--- src/rtl/sid_audio_decimator_if.sv ---
// Sample/frame bus between the SID audio source, the decimator and the I2S output stage.
// The master drives samples and the word clock; the slave publishes one filtered sample per frame.
interface sid_audio_decimator_if;
    logic        in_valid;
    logic [15:0] in_data;
    logic        lck;
    logic [15:0] smp;
    logic        smp_upd;
    logic        stale;

    modport master (
        output in_valid,
        output in_data,
        output lck,
        input  smp,
        input  smp_upd,
        input  stale
    );

    modport slave (
        input  in_valid,
        input  in_data,
        input  lck,
        output smp,
        output smp_upd,
        output stale
    );
endinterface

--- src/rtl/sid_audio_decimator.sv ---
// Boxcar low-pass plus saturating gain for SID audio samples; publishes one sample per I2S
// frame, re-latched on every falling edge of the word clock.
module sid_audio_decimator #(
    parameter int unsigned LOG2_WIN    = 4,
    parameter bit          IN_UNSIGNED = 1'b1,
    parameter int unsigned GAIN_SHIFT  = 0
) (
    input logic                   clk,
    input logic                   rst_n,
    sid_audio_decimator_if.slave  bus
);

    localparam int unsigned WIN  = 1 << LOG2_WIN;
    localparam int unsigned AccW = 16 + LOG2_WIN;

    logic signed [15:0]     line_q [WIN];
    logic [LOG2_WIN-1:0]    wr_ptr_q;
    logic signed [AccW-1:0] acc_q, acc_d;
    logic signed [AccW-1:0] x_ext, old_ext;
    logic signed [15:0]     x, old;
    logic signed [15:0]     avg;
    logic signed [20:0]     gained;
    logic [15:0]            sat;

    logic        lck_q, fall;
    logic        seen_q, seen_d;
    logic [15:0] smp_q, smp_d;
    logic        smp_upd_q;
    logic        stale_q, stale_d;

    always_comb begin
        x       = IN_UNSIGNED ? {~bus.in_data[15], bus.in_data[14:0]} : bus.in_data;
        old     = line_q[wr_ptr_q];
        x_ext   = {{LOG2_WIN{x[15]}}, x};
        old_ext = {{LOG2_WIN{old[15]}}, old};
        // Running sum: the oldest entry leaves as the new one enters.
        acc_d   = acc_q + x_ext - old_ext;
    end

    always_comb begin
        // Dropping the low bits of a signed sum is a floor divide by the window length.
        avg    = acc_q[AccW-1:LOG2_WIN];
        gained = {{5{avg[15]}}, avg} <<< GAIN_SHIFT;
        if (gained > 21'sd32767) begin
            sat = 16'h7FFF;
        end else if (gained < -21'sd32768) begin
            sat = 16'h8000;
        end else begin
            sat = gained[15:0];
        end
    end

    always_comb begin
        fall    = lck_q & ~bus.lck;
        smp_d   = smp_q;
        stale_d = stale_q;
        seen_d  = seen_q;
        if (fall) begin
            smp_d   = sat;
            stale_d = ~seen_q;
            seen_d  = 1'b0;
        end
        // A sample arriving on the fall cycle counts toward the next frame.
        if (bus.in_valid) begin
            seen_d = 1'b1;
        end
    end

    always_ff @(posedge clk or negedge rst_n) begin
        if (!rst_n) begin
            for (int unsigned i = 0; i < WIN; i++) begin
                line_q[i] <= '0;
            end
            acc_q    <= '0;
            wr_ptr_q <= '0;
        end else if (bus.in_valid) begin
            line_q[wr_ptr_q] <= x;
            acc_q            <= acc_d;
            wr_ptr_q         <= wr_ptr_q + LOG2_WIN'(1);
        end
    end

    always_ff @(posedge clk or negedge rst_n) begin
        if (!rst_n) begin
            lck_q     <= 1'b0;
            smp_q     <= '0;
            smp_upd_q <= 1'b0;
            stale_q   <= 1'b0;
            seen_q    <= 1'b0;
        end else begin
            lck_q     <= bus.lck;
            smp_q     <= smp_d;
            smp_upd_q <= fall;
            stale_q   <= stale_d;
            seen_q    <= seen_d;
        end
    end

    assign bus.smp     = smp_q;
    assign bus.smp_upd = smp_upd_q;
    assign bus.stale   = stale_q;

endmodule

--- src/flat_wrapper.sv ---
// flat-port wrapper written by rule: the top's interface ports become plain ports
module sid_audio_decimator_flat 
#(
    parameter int unsigned LOG2_WIN    = 4,
    parameter bit          IN_UNSIGNED = 1'b1,
    parameter int unsigned GAIN_SHIFT  = 0
)
  (clk, rst_n, bus_in_valid, bus_in_data, bus_lck, bus_smp, bus_smp_upd, bus_stale);
  sid_audio_decimator_if bus_i ();
  input logic clk;
  input logic rst_n;
  input wire logic [$bits(bus_i.in_valid)-1:0] bus_in_valid;
  input wire logic [$bits(bus_i.in_data)-1:0] bus_in_data;
  input wire logic [$bits(bus_i.lck)-1:0] bus_lck;
  output wire logic [$bits(bus_i.smp)-1:0] bus_smp;
  output wire logic [$bits(bus_i.smp_upd)-1:0] bus_smp_upd;
  output wire logic [$bits(bus_i.stale)-1:0] bus_stale;
  assign bus_i.in_valid = bus_in_valid;
  assign bus_i.in_data = bus_in_data;
  assign bus_i.lck = bus_lck;
  assign bus_smp = bus_i.smp;
  assign bus_smp_upd = bus_i.smp_upd;
  assign bus_stale = bus_i.stale;
  sid_audio_decimator #(.LOG2_WIN(LOG2_WIN), .IN_UNSIGNED(IN_UNSIGNED), .GAIN_SHIFT(GAIN_SHIFT)) u_core (.clk(clk), .rst_n(rst_n), .bus(bus_i));
endmodule
--- config.mk ---
export PLATFORM = sky130hd
export DESIGN_NAME = sid_audio_decimator_flat
export DESIGN_NICKNAME = d
export VERILOG_FILES = /design/src/rtl/sid_audio_decimator_if.sv /design/src/rtl/sid_audio_decimator.sv /design/src/flat_wrapper.sv
export SDC_FILE = /design/constraint.sdc
export NUM_CORES = 1
export LEC_CHECK = 0
export ABC_AREA = 1
export ABC_CLOCK_PERIOD_IN_PS = 3700
export CAP_MARGIN = 10
export CELL_PAD_IN_SITES_DETAIL_PLACEMENT = 0
export CELL_PAD_IN_SITES_GLOBAL_PLACEMENT = 1
export CORE_MARGIN = 2
export CORE_UTILIZATION = 47
export DETAILED_ROUTE_END_ITERATION = 16
export PLACE_DENSITY = 0.82
export SYNTH_ARGS = -nofsm -noshare
export SYNTH_HDL_FRONTEND = slang
export SYNTH_SLANG_ARGS = --single-unit
--- constraint.sdc ---
create_clock -name clk -period 3.7 [get_ports clk]
set_input_delay 0.74 -clock clk [delete_from_list [all_inputs] [get_ports clk]]
set_output_delay 0.74 -clock clk [all_outputs]
set_load 0.01 [all_outputs]
# ---- Word level (Yosys, flattened, before mapping)
# Index checks and enable logic that the tools add are counted.
dict set report totals {
  register_bits 300
  input_bits 20
  out_inout_bits 18
  word_cells 47
}
dict set report classes {
  add_sub_neg 3
  order_cmp 4
  muxes 10
  bitwise_logic 5
  reduce_logical 2
}
# operator n
set op_table {}
lappend op_table {{$bwmux 256} 1}
lappend op_table {{$mux 16} 5}
lappend op_table {{$bmux 16 s4} 1}
lappend op_table {{$demux 16 s4} 1}
lappend op_table {{$add 20x16->20} 1}
lappend op_table {{$sub 20x16->20} 1}
lappend op_table {{$gt 16x16->1 const B} 1}
lappend op_table {{$lt 16x16->1 const B} 1}
lappend op_table {{$ge 5x5->1 const B} 1}
lappend op_table {{$lt 5x1->1 const B} 1}
lappend op_table {{$not 4->5} 1}
lappend op_table {{$add 4x1->4 const B} 1}
lappend op_table {{$not 1->1} 3}
lappend op_table {{$mux 1} 2}
lappend op_table {{$reduce_bool 2->1} 1}
lappend op_table {{$and 1x1->1} 1}
lappend op_table {{$logic_and 1x1->1} 1}

# ---- Logic depth before layout (Yosys ltp)
# Gate-level depths: netlist of the first run.
dict set report depth {
  ltp_word 6
  ltp_mapped 23
  ltp_nobuf 21
}

# ---- Worst setup path after synthesis of the first run
# No wires, ideal clock.
dict set report synth_path {
  kind {flip-flop to flip-flop}
  from {register u_core.wr_ptr_q[0]}
  to {register u_core.acc_q[19]}
  setup_time_ps 118
  arrival_time_ps 2946
  required_time_ps 3582
  setup_slack_ps 635
  stages_incl_launch_ff 19
  n_path_buf 2
  synth_period_minus_slack_ps 3065
  path_cell_list {dfrtp_1 buf_4 buf_4 o21ai_0 o22ai_1 nand2_1 nand2_1 a211oi_2 fa_1 ha_1 nand2_1 nor2_1 inv_1 nor2_1 nand3_1 nand3_1 nand2_1 nand3_1 nand2_1}
}
dict set report synth_via {
  elab_chain_len 5
}
# element line_no
set synth_rtl {}
lappend synth_rtl {{from (decl)} sid_audio_decimator.sv:17} ;# logic [LOG2_WIN-1:0] wr_ptr_q;
lappend synth_rtl {{from (signal assigned)} sid_audio_decimator.sv:79} ;# wr_ptr_q <= wr_ptr_q + LOG2_WIN'(1);
lappend synth_rtl {{$not 4->5 (implied by the code)} sid_audio_decimator.sv:33} ;# old = line_q[wr_ptr_q];
lappend synth_rtl {{$bmux 16 s4} sid_audio_decimator.sv:33}
lappend synth_rtl {{$mux 16 (implied by the code) (2 in series)} sid_audio_decimator.sv:33}
lappend synth_rtl {{$sub 20x16->20} sid_audio_decimator.sv:37} ;# acc_d = acc_q + x_ext - old_ext;
lappend synth_rtl {{to (signal assigned)} sid_audio_decimator.sv:74} ;# acc_q <= '0;
lappend synth_rtl {{to (signal assigned)} sid_audio_decimator.sv:78} ;# acc_q <= acc_d;
lappend synth_rtl {{to (decl)} sid_audio_decimator.sv:18} ;# logic signed [AccW-1:0] acc_q, acc_d;
# No other way between the ends. The select of a mux whose other input is x is not followed.
# A chain may end at the register's enable or synchronous reset.

# ---- Worst setup path in the final report of the first run
dict set report layout_path {
  from {register u_core.wr_ptr_q[0]}
  to {register u_core.acc_q[14]}
}
# Same word-level chain as after synthesis.

==> run metrics, run 1 <==
Reg-to-Reg Start u_core.wr_ptr_q[0]$_DFFE_PN0P_; YS warnings 0; via/cell ratio 5.398; setup TNS 0 ps; worst slew pin tran 814.7 ps; DRC Markers 0; die area 0.03306 mm^2; pin count of the biggest net entering global routing 93; Worst R2R End u_core.acc_q[14]$_DFFE_PN0P_; Syn Nets 1,866; P&R area growth vs syn 14.77%; worst setup path category flip-flop to flip-flop; share of Yosys cell area claimed by the top area cell type 50.51%; CP max FO 16; Post-synth EDFFs 0; nets 1,886; Vias 12,141; CP max-delay cell fa_1; worst min-delay path category input pin to asynchronous set/reset pin; fin crit period 3501 ps; sequential area share after synthesis 50.51%; Initial Util 47.47%; placed wire-length estimate 26,560 um; initial antenna violation count 0; Sinks on Clock Net 300; vias in the first global route 11,903; DRT antenna net count 0; Die X 181.8 um; post-synthesis async set-or-reset flop share 100.0%; Slew headroom 45.69%; syn avg cell area 8.249 um^2; wire per inst 18.38 um; Initial DRT Pass Iterations 5; fin. max-slew vios 0; CTS Buf Count 31; post-synth cell types 30; worst path required time 4160 ps; clock-pin slew on the worst setup and hold paths 60 ps; commonest non-fill, non-tap cell in the layout nand2_1; Mapped Cells 1,802; main area contributors after synthesis dfrtp_1, nand2_1, o21ai_0, nor2_1, inv_1; CTS Root Cell clkbuf_16; GRT Resource Usage Total 25.46%; count of hold-fix buffers inserted at cts 0; crit path launch type flip-flop; CP Cell Sequence inv_8, buf_12, buf_12, a21oi_1, o21ai_0, nand2_1, nand2_2, nand4_1, fa_1, inv_1, ha_4, nand2_1, nor2_1, nand3_1, nand3_2, nand2_1, nand2_1, nand2_1, nand3_1, nand2_1; R2R depth 20; Longest Clk Path Bufs 3; flip-flop and latch count after synthesis 300; TritonCTS clock tree yes; Worst Setup End Kind flip-flop; DRT iter0 DRCs 1,025; CORE AREA 0.03131 mm^2; first-pass GRT wire length 66,300 um; port bufs 37; # diodes 0; Mapped Area 0.01486 mm^2; CP peak stage delay 630 ps; Synth Flop Type dfrtp_1; final wirelength 41,330 um; max_cap viols 0; die span in y 181.8 um; worst skew pair latency 580 ps; # fillers 2,933; Max Clk Rate 285.6 MHz; final hold violations 0; period utilization 94.63%; R2R setup slack 200 ps; commonest non-fill, non-tap cells in the layout nand2_1, dfrtp_1, o21ai_0; share of layout cells above drive strength 1 9.529%; # IOs 38; Min Hold Slack 149.8 ps; gpl congestion 0.8582; global route overflow 0; status complete, no violations; cell mode on critical path nand2_1; area leader, netlist dfrtp_1; Core Rows 65; Setup Skew 12.84 ps; Worst EP arrival 3960 ps; total number of H-tree levels 1; Final setup viols 0
state kept, by name, indices dropped and copies added, names as in the netlist:
name                count
u_core.line_q         256
u_core.acc_q           20
u_core.bus.smp         16
u_core.wr_ptr_q         4
u_core.bus.smp_upd      1
u_core.bus.stale        1
u_core.lck_q            1
u_core.seen_q           1
timing repair:
item                       4_1_cts  5_1_grt
pin swaps                        1        6
resized for setup                0       21
setup buffers                    0        2
cloned                           0        2
setup endpoints to repair        2       15
layout make-up:
class / count / area, um^2 / share of cell area, %
Clock buffer: 44 / 894.6 / 5.244
Clock inverter: 14 / 262.8 / 1.540
Inverter: 138 / 528.0 / 3.095
Multi-Input combinational cell: 1243 / 6247 / 36.62
Sequential cell: 300 / 7512 / 44.03
Tap cell: 402 / 503.0 / 2.948
Timing Repair Buffer: 108 / 1112 / 6.520
worst max path at each step:
stage	start	endpoint	slack (ps)	depth (start not counted)
CTS	u_core.wr_ptr_q[0]$_DFFE_PN0P_	u_core.acc_q[17]$_DFFE_PN0P_	9	19
detailed placement	u_core.wr_ptr_q[0]$_DFFE_PN0P_	u_core.acc_q[17]$_DFFE_PN0P_	-3	19
floorplan	u_core.wr_ptr_q[0]$_DFFE_PN0P_	u_core.acc_q[19]$_DFFE_PN0P_	640	18
finish	u_core.wr_ptr_q[0]$_DFFE_PN0P_	u_core.acc_q[14]$_DFFE_PN0P_	200	20
global route	u_core.wr_ptr_q[0]$_DFFE_PN0P_	u_core.acc_q[19]$_DFFE_PN0P_	-40	22
global placement	u_core.wr_ptr_q[0]$_DFFE_PN0P_	u_core.acc_q[17]$_DFFE_PN0P_	-30	19
routing by layer:
layer | part of all wire, % | GRT usage, %
met1 | 46 | 35.93
met2 | 45 | 40.97
met3 | 5.9 | 3.851
met4 | 3.1 | 7.317
met5 | 0 | 0
cells in the mapped netlist (19+ instances only):
cell and count:
nand2_1 460, dfrtp_1 300, o21ai_0 272, nor2_1 153, inv_1 134, o21ai_1 84, a21oi_1 80, o22ai_1 50
buf_2 43, clkbuf_1 40, ha_1 25, nand3_1 25, o21ai_2 21, fa_1 19
metrics by stage:
step                      instances  instance area (um^2)  utilization (%)  worst slack [ps]
after global placement         2187                 15740            50.28            -29.05
final                          2249                 17060            54.49             198.5
after global routing           2249                 17060            54.49            -44.46
after CTS                      2245                 16900            53.98             8.911
after floorplan                1802                 14860                -             635.5
after detailed placement       2187                 15740            50.28            -2.839
kinds of logic (layout without fill, tap and decap cells):
group,after synthesis,count (layout),share of synthesized area (%)
buf+inv,259,304,7.845
compound gates,510,510,18.21
xor+xnor,11,11,0.6481
flops,300,300,50.51
simple gates,678,678,18.13
fa+ha+maj,44,44,4.663
worst max-delay path, delay by kind of cell (launching register included):
kind | cells | cell delay [ps]
compound gates | 2 | 150
fa+ha+maj | 2 | 920
buf+inv | 4 | 470
flops | 1 | 550
simple gates | 12 | 1270
Power of run 1 is not shown: default switching activity piles up to over one toggle a cycle in this logic, so the estimate is an artifact.
==> inputs of run 2 (changes only) <==
--- a/config.mk
+++ b/config.mk
@@ -5,15 +5,14 @@
 export SDC_FILE = /design/constraint.sdc
 export NUM_CORES = 1
 export LEC_CHECK = 0
-export ABC_AREA = 1
 export ABC_CLOCK_PERIOD_IN_PS = 3700
 export CAP_MARGIN = 10
 export CELL_PAD_IN_SITES_DETAIL_PLACEMENT = 0
 export CELL_PAD_IN_SITES_GLOBAL_PLACEMENT = 1
 export CORE_MARGIN = 2
-export CORE_UTILIZATION = 47
+export CORE_UTILIZATION = 51
 export DETAILED_ROUTE_END_ITERATION = 16
-export PLACE_DENSITY = 0.82
+export PLACE_DENSITY = 0.83
 export SYNTH_ARGS = -nofsm -noshare
 export SYNTH_HDL_FRONTEND = slang
 export SYNTH_SLANG_ARGS = --single-unit
==> run 2 against run 1 <==
  * The run now ends with negative setup slack left
  * Setup slack lost 680 ps
  * Via count decreased by 20%
  * Critical path depth decreased by 4
  * First-iteration DRC count is 27% lower
  * Utilization rose by 8.5 points
  * Wire length down 14%
  * Area after synthesis decreased by 3.9%
  * Maximum frequency decreased by 16%
  * Sequential cell count is the same
  * Sequential share of layout area fell by 0.99 points
  * Critical path type unchanged
==> run metrics, run 2 <==
post-place setup slack -452.4 ps (was -2.839 ps); Max Clk Rate 239.2 MHz (was 285.6 MHz); most common cell in the synthesized netlist dfrtp_1 (was nand2_1); Mapped Area 0.01429 mm^2 (was 0.01486 mm^2); vias in the first global route 10,113 (was 11,903); Core Rows 61 (was 65); TritonCTS clock tree yes (unchanged); Worst Setup End Kind flip-flop (unchanged); Slew headroom 36.50% (was 45.69%); placed wire-length estimate 23,000 um (was 26,560 um); Setup Skew 19.69 ps (was 12.84 ps); wire per inst 20.63 um (was 18.38 um); Top reg by flops u_core.line_q (unchanged); CP max FO 5 (was 16); post-synthesis async set-or-reset flop share 100.0% (unchanged); DRT antenna net count 0 (unchanged); CTS Buf Count 34 (was 31); DRC Markers 0 (unchanged); share of Yosys cell area claimed by the top area cell type 52.54% (was 50.51%); Vias 9,670 (was 12,141); DRT iter0 DRCs 745 (was 1,025); Syn Nets 1,282 (was 1,866); commonest non-fill, non-tap cell in the layout dfrtp_1 (was nand2_1); worst slew pin tran 949.8 ps (was 814.7 ps); gpl congestion 0.8410 (was 0.8582); worst path required time 4090 ps (was 4160 ps); nets 1,398 (was 1,886); worst setup path category flip-flop to flip-flop (unchanged); post-synth cell types 49 (was 30); R2R setup slack -480 ps (was 200 ps); top post-synthesis cells by count dfrtp_1, o21ai_0, nand2_1, mux4_2, mux2_2 (was nand2_1, dfrtp_1, o21ai_0, nor2_1, inv_1); flip-flop and latch count after synthesis 300 (unchanged); Final setup viols 14 (was 0); Sinks on Clock Net 300 (unchanged); period utilization 113.0% (was 94.63%); sequential area share after synthesis 52.54% (was 50.51%); final wirelength 35,710 um (was 41,330 um); final setup margin -480.0 ps (was 198.5 ps); final hold violations 0 (unchanged); GRT Resource Usage Total 25.64% (was 25.46%); die span in y 171.4 um (was 181.8 um); # IOs 38 (unchanged); via/cell ratio 5.586 (was 5.398); Longest Clk Path Bufs 3 (unchanged); Post-synth EDFFs 0 (unchanged); fin. max-slew vios 0 (unchanged); syn avg cell area 11.73 um^2 (was 8.249 um^2); worst min-delay path category input pin to asynchronous set/reset pin (unchanged); global route overflow 0 (unchanged); pin count of the biggest net entering global routing 105 (was 93); area leader, netlist dfrtp_1 (unchanged); first-pass GRT wire length 57,150 um (was 66,300 um); # diodes 0 (unchanged); P&R area growth vs syn 22.15% (was 14.77%); Synth Flop Type dfrtp_1 (unchanged); max_cap viols 0 (unchanged); Mapped Cells 1,218 (was 1,802); crit path launch type flip-flop (unchanged); total number of H-tree levels 2 (was 1); worst skew pair latency 520 ps (was 580 ps); failing checks negative setup slack; Worst EP arrival 4570 ps (was 3960 ps); max reg flops 256 (unchanged); port bufs 37 (unchanged); share of layout cells above drive strength 1 30.30% (was 9.529%); CORE AREA 0.02771 mm^2 (was 0.03131 mm^2); status complete, but fails checks (was complete, no violations); CTS Root Cell clkbuf_16 (unchanged); YS warnings 0 (unchanged); Initial Util 51.57% (was 47.47%); commonest non-fill, non-tap cells in the layout dfrtp_1, nand2_1, o21ai_0 (was nand2_1, dfrtp_1, o21ai_0); main area contributors after synthesis dfrtp_1, mux4_2, o21ai_0, mux2_2, nand2_1 (was dfrtp_1, nand2_1, o21ai_0, nor2_1, inv_1); Initial DRT Pass Iterations 5 (unchanged); count of hold-fix buffers inserted at cts 0 (unchanged); RSZ-0062 raised after global routing yes; clock-pin slew on the worst setup and hold paths 60 ps (about the same); initial antenna violation count 0 (unchanged); die area 0.02937 mm^2 (was 0.03306 mm^2); fin crit period 4180 ps (was 3501 ps); Die X 171.4 um (was 181.8 um)
-- run 2: final cells by class --
cell class	count	area, um^2
Sequential cell	300	7512
Tap cell	378	473.0
Clock inverter	5	47.55
Multi-Input combinational cell	758	6533
Fill cell	2123	10250
Clock buffer	50	992.2
Inverter	72	270.3
Timing Repair Buffer	168	1625
-- run 2: timing repair --
item	4_1_cts	5_1_grt
resized for setup	44	26
pin swaps	12	21
gates cloned	3	0
buffers inserted	17	8
setup endpoints to repair	15	15
-- run 2: through the flow --
| stage | hold WS, ps | cells | area, um^2 | util, % | TNS (ps) |
|---|---|---|---|---|---|
| global placement | 456.9 | 1652 | 15880 | 57.33 | -3289 |
| finish | 278.4 | 1731 | 17450 | 63.00 | -3963 |
| CTS | 318.7 | 1726 | 17310 | 62.48 | -3348 |
| floorplan | 440.3 | 1218 | 14490 | - | -1520 |
| global route | 337.4 | 1731 | 17450 | 63.00 | -5760 |
| detailed placement | 454.3 | 1652 | 15880 | 57.33 | -3663 |
-- run 2: kinds of logic (layout without fill, tap and decap cells) --
| logic type | count (synthesis) | after routing | share of synthesized area, % |
|---|---|---|---|
| XOR/XNOR | 18 | 18 | 1.103 |
| flip-flops | 300 | 300 | 52.54 |
| adder cells (fa/ha/maj) | 44 | 44 | 4.851 |
| AND/OR/NAND/NOR | 276 | 276 | 8.222 |
| multiplexers | 163 | 163 | 19.11 |
| buffers and inverters | 160 | 295 | 4.431 |
| AO/OA/AOI/OAI | 257 | 257 | 9.746 |
-- run 2: final timing paths --
| path | start | end | cells past startpoint |
|---|---|---|---|
| min reg2reg | u_core.seen_q$_DFFE_PN0P_ | u_core.bus.stale$_DFFE_PN0P_ | 1 |
| max reg2reg | u_core.wr_ptr_q[0]$_DFFE_PN0P_ | u_core.acc_q[16]$_DFFE_PN0P_ | 16 |
| max in group asynchronous | rst_n | u_core.line_q[141]$_DFFE_PN0P_ | 2 |
| min in group clk | u_core.seen_q$_DFFE_PN0P_ | u_core.bus.stale$_DFFE_PN0P_ | 1 |
| min | rst_n | u_core.line_q[177]$_DFFE_PN0P_ | 1 |
| max | u_core.wr_ptr_q[0]$_DFFE_PN0P_ | u_core.acc_q[16]$_DFFE_PN0P_ | 16 |
-- run 2: worst max-delay path: stages (launching register included) --
cell and delay (ps):
dfrtp_4 530, buf_12 160, buf_12 130, buf_16 140
mux4_2 440, mux4_2 490, fa_1 560, inv_2 50
ha_4 210, buf_6 120, a21oi_2 130, o21ai_2 90
a22o_1 220, a211oi_2 230, o21bai_1 130, xor2_1 170
mux2_4 260
-- run 2: per-layer routing --
metal  vias up  wire length [um]  track usage, %
li1       4463                 -               -
met1      4888             15210           34.64
met2       244             17730           42.67
met3        75              1529           3.382
met4         0              1235           9.838
met5         -                 0               0
Power of run 2 is left out for the same reason.
==> inputs of run 3 (changes only) <==
--- a/config.mk
+++ b/config.mk
@@ -13,6 +13,7 @@
 export CORE_UTILIZATION = 51
 export DETAILED_ROUTE_END_ITERATION = 16
 export PLACE_DENSITY = 0.83
+export SLEW_MARGIN = 25
 export SYNTH_ARGS = -nofsm -noshare
 export SYNTH_HDL_FRONTEND = slang
 export SYNTH_SLANG_ARGS = --single-unit
==> results of run 3 <==
No change in the layout: final DEF, timing and power equal those of run 2.
Power of run 3 is left out for the same reason.
